--- src/rtl/fifo_reader_if.sv ---
// Bundle between fifo_reader, the FIFO read port and the downstream stream.
//
// Handshake (m_valid/m_ready): a word transfers on every rising edge where
// m_valid and m_ready are both 1. Once m_valid is raised it stays raised,
// and m_data stays unchanged, until that transfer happens. m_valid never
// depends on m_ready. m_ready may change at any time.
interface fifo_reader_if #(
   parameter int FIFO_WIDTH = 16
);
   logic                  fifo_empty;
   logic                  fifo_underflow;
   logic [FIFO_WIDTH-1:0] fifo_data_out;
   logic                  fifo_rd_en;
   logic [FIFO_WIDTH-1:0] m_data;
   logic                  m_valid;
   logic                  m_ready;

   // Reader side: pulls from the FIFO and drives the output stream.
   modport master (
      input  fifo_empty, fifo_underflow, fifo_data_out, m_ready,
      output fifo_rd_en, m_data, m_valid
   );

   // Environment side: the FIFO read port plus the stream consumer.
   modport slave (
      output fifo_empty, fifo_underflow, fifo_data_out, m_ready,
      input  fifo_rd_en, m_data, m_valid
   );
endinterface

--- src/rtl/fifo_reader.sv ---
// Consumer-side controller for the synchronous FIFO. Reads are issued only
// when the 2-entry skid buffer is sure to have room for the returned word.
// Each word returned one cycle later is captured and presented on a
// valid/ready stream.
module fifo_reader #(
   parameter int FIFO_WIDTH = 16,
   parameter int CNT_WIDTH  = 8
) (
   input  logic                 clk,
   input  logic                 rst_n,
   input  logic                 enable,
   fifo_reader_if.master        bus,
   output logic [CNT_WIDTH-1:0] words_read,
   output logic                 underflow_err,
   output logic                 busy,
   output logic [1:0]           dbg_state
);

   typedef enum logic [1:0] {
      ST_IDLE   = 2'd0,
      ST_ACTIVE = 2'd1,
      ST_FLUSH  = 2'd2
   } state_t;

   state_t                state;
   state_t                state_nxt;
   logic [1:0]            occ;
   logic                  infl;
   logic [FIFO_WIDTH-1:0] buf_head;
   logic [FIFO_WIDTH-1:0] buf_tail;
   logic                  pop;
   logic                  push;
   logic                  drop;
   logic [2:0]            pending;
   logic                  credit_ok;
   logic                  rd_issue;

   // A read is safe when buffered words plus the one in flight, minus the
   // word leaving this cycle, leave room for one more.
   assign pending   = {1'b0, occ} + {2'b00, infl};
   assign credit_ok = pending < (3'd2 + {2'b00, pop});

   assign bus.m_valid = (occ != 2'd0);
   assign bus.m_data  = buf_head;
   assign pop         = (occ != 2'd0) & bus.m_ready;
   assign push        = infl & ~bus.fifo_underflow;
   assign drop        = infl & bus.fifo_underflow;

   // The read request is forced low while reset is held.
   assign bus.fifo_rd_en = rd_issue & rst_n;

   assign busy      = (state != ST_IDLE);
   assign dbg_state = state;

   // State register.
   always_ff @(posedge clk) begin
      if (!rst_n) begin
         state <= ST_IDLE;
      end else begin
         state <= state_nxt;
      end
   end

   // Next-state and read-issue decision.
   always_comb begin
      state_nxt = state;
      rd_issue  = 1'b0;
      case (state)
         ST_IDLE: begin
            if (enable) begin
               state_nxt = ST_ACTIVE;
            end
         end
         ST_ACTIVE: begin
            rd_issue = enable & ~bus.fifo_empty & credit_ok;
            if (!enable) begin
               state_nxt = ST_FLUSH;
            end
         end
         ST_FLUSH: begin
            if (enable) begin
               state_nxt = ST_ACTIVE;
            end else if ((occ == 2'd0) && !infl) begin
               state_nxt = ST_IDLE;
            end
         end
         default: begin
            state_nxt = ST_IDLE;
         end
      endcase
   end

   // In-flight flag: the FIFO returns data one cycle after a read.
   always_ff @(posedge clk) begin
      if (!rst_n) begin
         infl <= 1'b0;
      end else begin
         infl <= bus.fifo_rd_en;
      end
   end

   // Skid buffer: head is the presented word, tail holds the second one.
   always_ff @(posedge clk) begin
      if (!rst_n) begin
         occ      <= 2'd0;
         buf_head <= '0;
         buf_tail <= '0;
      end else begin
         case ({push, pop})
            2'b10: begin
               if (occ == 2'd0) begin
                  buf_head <= bus.fifo_data_out;
               end else begin
                  buf_tail <= bus.fifo_data_out;
               end
               occ <= occ + 2'd1;
            end
            2'b01: begin
               buf_head <= buf_tail;
               occ      <= occ - 2'd1;
            end
            2'b11: begin
               // Occupancy is unchanged; the new word goes behind any survivor.
               if (occ == 2'd1) begin
                  buf_head <= bus.fifo_data_out;
               end else begin
                  buf_head <= buf_tail;
                  buf_tail <= bus.fifo_data_out;
               end
            end
            default: begin
            end
         endcase
      end
   end

   // Delivered-word counter (wraps) and sticky underflow flag.
   always_ff @(posedge clk) begin
      if (!rst_n) begin
         words_read    <= '0;
         underflow_err <= 1'b0;
      end else begin
         if (pop) begin
            words_read <= words_read + CNT_WIDTH'(1);
         end
         if (drop) begin
            underflow_err <= 1'b1;
         end
      end
   end

endmodule

--- src/flat_wrapper.sv ---
// flat-port wrapper written by rule: the top's interface ports become plain ports
module fifo_reader_flat 
#(
   parameter int FIFO_WIDTH = 16,
   parameter int CNT_WIDTH  = 8
)
  (clk, rst_n, enable, words_read, underflow_err, busy, dbg_state, bus_fifo_empty, bus_fifo_underflow, bus_fifo_data_out, bus_m_ready, bus_fifo_rd_en, bus_m_data, bus_m_valid);
  fifo_reader_if #(.FIFO_WIDTH(FIFO_WIDTH)) bus_i ();
  input  logic clk;
  input  logic rst_n;
  input  logic enable;
  output logic [CNT_WIDTH-1:0] words_read;
  output logic underflow_err;
  output logic busy;
  output logic [1:0] dbg_state;
  input wire logic [$bits(bus_i.fifo_empty)-1:0] bus_fifo_empty;
  input wire logic [$bits(bus_i.fifo_underflow)-1:0] bus_fifo_underflow;
  input wire logic [$bits(bus_i.fifo_data_out)-1:0] bus_fifo_data_out;
  input wire logic [$bits(bus_i.m_ready)-1:0] bus_m_ready;
  output wire logic [$bits(bus_i.fifo_rd_en)-1:0] bus_fifo_rd_en;
  output wire logic [$bits(bus_i.m_data)-1:0] bus_m_data;
  output wire logic [$bits(bus_i.m_valid)-1:0] bus_m_valid;
  assign bus_i.fifo_empty = bus_fifo_empty;
  assign bus_i.fifo_underflow = bus_fifo_underflow;
  assign bus_i.fifo_data_out = bus_fifo_data_out;
  assign bus_i.m_ready = bus_m_ready;
  assign bus_fifo_rd_en = bus_i.fifo_rd_en;
  assign bus_m_data = bus_i.m_data;
  assign bus_m_valid = bus_i.m_valid;
  fifo_reader #(.FIFO_WIDTH(FIFO_WIDTH), .CNT_WIDTH(CNT_WIDTH)) u_core (.clk(clk), .rst_n(rst_n), .enable(enable), .bus(bus_i), .words_read(words_read), .underflow_err(underflow_err), .busy(busy), .dbg_state(dbg_state));
endmodule
--- config.mk ---
export PLATFORM = sky130hd
export DESIGN_NAME = fifo_reader_flat
export DESIGN_NICKNAME = d
export VERILOG_FILES = /design/src/rtl/fifo_reader_if.sv /design/src/rtl/fifo_reader.sv /design/src/flat_wrapper.sv
export SDC_FILE = /design/constraint.sdc
export NUM_CORES = 1
export LEC_CHECK = 0
export CAP_MARGIN = 20
export CORE_MARGIN = 5
export CORE_UTILIZATION = 45
export DETAILED_ROUTE_END_ITERATION = 8
export PLACE_DENSITY_LB_ADDON = 0.25
export REMOVE_ABC_BUFFERS = 1
export SYNTH_ARGS = -nofsm -noshare
export SYNTH_HDL_FRONTEND = slang
export SYNTH_SLANG_ARGS = --single-unit
--- constraint.sdc ---
create_clock -name clk -period 2.97 [get_ports clk]
set_input_delay 0.7425 -clock clk [delete_from_list [all_inputs] [get_ports clk]]
set_output_delay 0.7425 -clock clk [all_outputs]
set_load 0.03 [all_outputs]
==> results of run 1 <==
power by group through the flow:
stage / sequential [W] / clock [W] / combinational (W)
6_report: 0.000716 / 0.000380 / 0.000584
5_1_grt: 0.000726 / 0.000418 / 0.000624
4_1_cts: 0.000717 / 0.000395 / 0.000586
3_5_place_dp: 0.000732 / 0 / 0.000584
3_3_place_gp: 0.000729 / 0 / 0.000578
2_1_floorplan: 0.000830 / 0 / 0.000243
routing by layer:
layer / GRT usage (%) / vias up
li1: - / 1031
met1: 23.9 / 1003
met2: 29.4 / 62
met3: 3.74 / 4
met4: 8.93 / 0
met5: 0 / -
cells in the mapped netlist (3+ instances only):
library cell	instances	area [µm²]
clkbuf_1	9	33.8
nand3_1	18	90.1
xor2_1	3	26.3
nand2_1	5	18.8
inv_1	3	11.3
clkbuf_2	3	15.0
o211ai_1	16	120
nor2_1	5	18.8
a311oi_1	16	140
o21ai_0	35	175
buf_2	7	35.0
nand2b_1	3	18.8
ha_1	8	100
nor2b_1	3	18.8
nor3_1	18	90.1
a21oi_1	24	120
dfxtp_1	46	921
cell type report:
cell class / count / area [µm²]
clock buffers: 6 / 72.6
clock inverters: 2 / 13.8
fillers: 434 / 1900
inverters: 6 / 22.5
multi-input cells: 176 / 1100
flip-flops and latches: 46 / 921
well taps: 54 / 67.6
repair buffers: 63 / 598
cells by family (layout without fill, tap and decap cells):
kind of cell / count (synthesis) / after routing / synth area share, %
AOI/OAI and AO/OA: 97 / 97 / 27.7
xor gates and xnor gates: 4 / 4 / 1.62
adders and majority gates: 8 / 8 / 4.63
buffers and inverters: 29 / 77 / 6.65
DFF: 46 / 46 / 42.6
muxes: 1 / 1 / 0.463
and+or+nand+nor: 66 / 66 / 16.3
worst max-delay path, stage by stage:
cell and delay [ns]:
clkdlybuf4s50_1 0.49, nand2b_1 0.12, o21ai_0 0.19, and3_1 0.18, buf_4 0.16
flip-flops by register name, indices dropped and copies added (netlist names):
register,cells
u_core.bus.m_data,16
u_core.occ,2
u_core.buf_tail,16
u_core.underflow_err,1
u_core.words_read,8
u_core.infl,1
u_core.dbg_state,2
how the worst max path moves through the flow:
| stage | cells past startpoint | end | slack [ns] |
|---|---|---|---|
| after floorplan | 8 | u_core.bus.m_data[0] | 0.08 |
| after global placement | 7 | u_core.bus.m_data[6] | 0.20 |
| after detailed placement | 7 | u_core.bus.m_data[0] | 0.09 |
| after CTS | 5 | bus_fifo_rd_en | 0.31 |
| after global routing | 7 | u_core.bus.m_data[14] | 0.23 |
| final | 5 | bus_fifo_rd_en | 0.34 |
through the flow:
stage | instance area (µm²) | cells | hold WS, ns
after global placement | 2710 | 345 | 0.462
after CTS | 2790 | 353 | 0.480
after global routing | 2790 | 353 | 0.493
after floorplan | 2040 | 228 | 0.454
after detailed placement | 2710 | 345 | 0.468
final | 2790 | 353 | 0.480
==> qor.yml, run 1 <==
power:
  power_switching_w: 0.000590
  vdd_drop_max_mv: 0.273
  switching_share_pct: 35.1
  combPwrFrac_pct: 34.8
  clkPwrFrac_pct: 22.6
  total_power_w: 0.00168
  p_per_area_mw_per_mm2: 602
  seq_power_share_pct: 42.6
  p_leak_nw: 0.957
  p_int_w: 0.00109
hold_path:
  min-delay-start: "u_core.buf_tail[3]"
  hold_class: "flop to flop"
  holdPathStages: 2
  hold-path-endpoint: "u_core.buf_tail[3]"
finish:
  area_growth_pct: 29.2
  finish.utilization_pct: 59.5
  final_cell_mix: "clkdlybuf4s50_1, dfxtp_1, o21ai_0"
  antennaDiodeCount: 0
  drive_above_1_share_pct: 7.36
  finalNetCount: 328
  layout_commonest_cell: "clkdlybuf4s50_1"
die:
  dieArea_mm2: 0.00629
  io_pins: 52
  die_width_um: 79.3
  core-area_mm2: 0.00469
  die_h_um: 79.3
  start_util_pct: 46.1
  row_count: 25
run:
  cap_violations: 0
grt:
  grt_use_total_pct: 18.5
  grt_pass1_wl_mm: 9.33
  grt_pass1_vias: 1977
  grt_overflow: 0
  grt_max_degree: 44
  antenna_found_initial: 0
placed_design:
  place_congestion: 0.760
  dp_hpwl_mm: 3.63
  portBuffers: 51
  place_worst_setup_slack_ns: 0.0889
synthesis:
  synth_ff_type: "dfxtp_1"
  ys_types: 38
  synth.avg_cell_area_um2: 8.61
  synth_seq_area_share_pct: 42.6
  synthCells: 251
  yosys_register_bits: 46
  synth_area_mm2: 0.00216
  synth-edff-count: 0
  ys.warnings.count: 0
  synth-async-reset-ratio_pct: 0
drt:
  drc_errors: 0
  wl_met2_mm: 2.82
  wl_per_cell_um: 16.1
  ant_nets: 0
  vias: 2100
  via_per_inst: 5.95
  routed_wl_mm: 5.68
  wl_met3_um: 336
  wl_met1_mm: 2.48
  first_pass_iters: 4
  dr.first_iter.drc_count: 155
  dr.max_layer_used: "met4"
setup_path:
  worst-path-max-fanout: 3
  rr_endpoint: "u_core.bus.m_data[0]"
  crit_start: "bus_m_ready"
  rr_startpoint: "u_core.occ[0]"
  critical_path_required_ns: 2.23
  worstSetupStartpointType: "primary input"
  r2r_cells: 8
  arrival_ns: 1.89
  rrSetupSlack_ns: 0.45
  path_class: "primary input to output port"
  cp-end-kind: "output port"
clocking:
  cts_buffers: 5
  clock-root-buffer: "clkbuf_8"
  clock_sink_count: 46
  htree_levels: 2
  postCtsSetupRepairBufs: 0
  cts_max_path_buffers: 2
  path_clk_slew_ns: 0.08
  cts_resized: 0
  clk-insertion-delay-late_ns: 0.31
  cts_tree: "built"
  hold_buffers: 0
sta:
  fin_crit_sh_pct: 88.5
  worstMarginPinSlew_ns: 0.830
  max_slew_margin_pct: 44.7
  hold_violations: 0
  rsz0062_at_grt: "no"
  final.setup.worst_slack_ns: 0.342
  period_needed_ns: 2.63
  setup_tns_ns: 0
  fmax_mhz: 381
  clock_skew_ns: 0.00947
  finalSetupViolCount: 0
  slew_violations: 0
status:
  outcome: "complete, no violations"
Note: power is estimated with default switching activity, not from simulation.
==> run 2, diff against run 1 <==
CORE_MARGIN = default   (was 5)
DONT_BUFFER_PORTS = 1   (was default)
==> qor.yml, run 2 (same netlist as run 1, synthesis figures left out) <==
status:
  outcome: "finished, violations left"
  violations: "DRC"
setup_path:
  worstSetupStartpointType: "flop"
  max_stage_delay_ns: 0.39  # -0.10 ns
  crit_slowest_cell: "dfxtp_1"
  critical_path_required_ns: 2.23  # about the same
  r2r_cells: 7  # -1
  cp-end-kind: "output port"
  arrival_ns: 1.99  # +0.10 ns
  worst-path-max-fanout: 10  # +7
  path_class: "flop to output port"
  cp_cell_sequence: "inv_1 -> ha_1 -> nand2b_1 -> o21ai_0 -> and3_1"
grt:
  grt_max_degree: 44  # unchanged
  grt_pass1_vias: 1764  # -11%
  grt_overflow: 0  # unchanged
  antenna_found_initial: 0  # unchanged
  grt_pass1_wl_mm: 8.89  # -4.7%
  grt_use_total_pct: 21.9  # +3.4 points
power:
  p_leak_nw: 0.777  # -19%
  p_per_area_mw_per_mm2: 696  # +16%
  vdd_drop_max_mv: 0.271  # -0.91%
placed_design:
  place_congestion: 0.734  # -3.3%
  dpl_cell_area_mm2: 0.00219  # -19%
  portBuffers: 0  # -100%
  dp_hpwl_mm: 3.41  # -6.2%
drt:
  vias: 1866  # -11%
  routed_wl_mm: 5.40  # -5.0%
  drc_errors: 4  # +4
  ant_nets: 0  # unchanged
  wl_per_cell_um: 18.1  # +12%
  first_pass_iters: 6  # +2
  dr.first_iter.drc_count: 194  # +25%
  via_per_inst: 6.24  # +4.9%
sta:
  hold_violations: 0  # unchanged
  fmax_mhz: 365  # -4.0%
  rsz0062_at_grt: "no"
  setup_tns_ns: 0  # unchanged
  clock_skew_ns: 0.00623  # -0.00325 ns
  fin_crit_sh_pct: 92.1  # +3.6 points
  period_needed_ns: 2.74  # +0.108 ns
  worstMarginPinSlew_ns: 0.699  # -0.131 ns
  max_slew_margin_pct: 53.4  # +8.8 points
  finalSetupViolCount: 0  # unchanged
  slew_violations: 0  # unchanged
die:
  start_util_pct: 48.3  # +2.2 points
  die_width_um: 71.3  # -10%
  dieArea_mm2: 0.00509  # -19%
  core-area_mm2: 0.00447  # -4.6%
  row_count: 24  # -4.0%
  die_h_um: 71.3  # -10%
  io_pins: 52  # unchanged
clocking:
  cts_max_path_buffers: 2  # unchanged
  clk-insertion-delay-late_ns: 0.30  # about the same
  cts_tree: "built"
  htree_levels: 2  # unchanged
  cts_resized: 0  # unchanged
  clock_sink_count: 46  # unchanged
  postCtsSetupRepairBufs: 0  # unchanged
  clock-root-buffer: "clkbuf_8"
  hold_buffers: 0  # unchanged
  cts_buffers: 5  # unchanged
  path_clk_slew_ns: 0.09  # about the same
finish:
  finalNetCount: 276  # -16%
  layout_commonest_cell: "dfxtp_1"
  n_fill_cell: 424  # -2.3%
  area_growth_pct: 6.31
  antennaDiodeCount: 0  # unchanged
  stdcell_area_mm2: 0.00230  # -18%
  final_cell_mix: "dfxtp_1, o21ai_0, a21oi_1"
  drive_above_1_share_pct: 8.50  # +1.1 points
run:
  cap_violations: 0  # unchanged
hold_path:
  hold_class: "flop to flop"
  holdPathStages: 2  # unchanged
==> run 2: changes by cell type in the layout (fill, tap and decap cells not counted), sizes merged <==
cell | before | now
clkbuf | 6 | 8
buf | 13 | 11
clkinv | 4 | 2
clkdlybuf4s50 | 50 | 0
==> run 2: routing by layer <==
metal,track usage (%),vias up,wire length [µm]
met5,0,-,0
met4,6.00,0,65
met3,6.33,6,402
met2,35.4,54,2550
met1,28.5,874,2380
li1,-,932,-
==> run 2: final timing paths <==
path | start | endpoint | slack (ns)
setup / recovery | u_core.occ[0] | bus_fifo_rd_en | 0.23
setup reg to reg | u_core.occ[0] | u_core.bus.m_data[13] | 0.46
hold reg to reg | u_core.buf_tail[5] | u_core.buf_tail[5] | 0.48
hold / removal | u_core.buf_tail[5] | u_core.buf_tail[5] | 0.48
==> run 2: area by class of cell <==
cell class | instances | area [µm²] | area share [%]
clock buffers | 8 | 110 | 4.79
well taps | 52 | 65.1 | 2.83
flip-flops and latches | 46 | 921 | 40.1
repair buffers | 11 | 82.6 | 3.59
multi-input cells | 176 | 1100 | 47.7
inverters | 6 | 22.5 | 0.980
==> run 2: through the flow <==
stage	util [%]	hold slack (ns)	power (W)	std cells	worst slack, ns
after floorplan	-	0.454	0.00107	228	0.0818
after global placement	48.9	0.463	0.00116	291	0.591
after detailed placement	48.9	0.467	0.00117	291	0.539
after CTS	51.4	0.479	0.00160	299	0.224
after global routing	51.4	0.496	0.00167	299	0.114
final	51.4	0.482	0.00160	299	0.234
==> run 2: worst max-delay path: cells and delay by family (launching register included) <==
kind	cells	cell delay, ns
buf+inv	1	0.06
flops	1	0.39
simple gates	2	0.70
fa+ha+maj	1	0.27
compound gates	1	0.26
==> run 2: where the power goes <==
part / internal [W] / switching [W]
Combinational: 0.000120 / 0.000207
Sequential: 0.000678 / 0.000150
Clock: 0.000235 / 0.000211
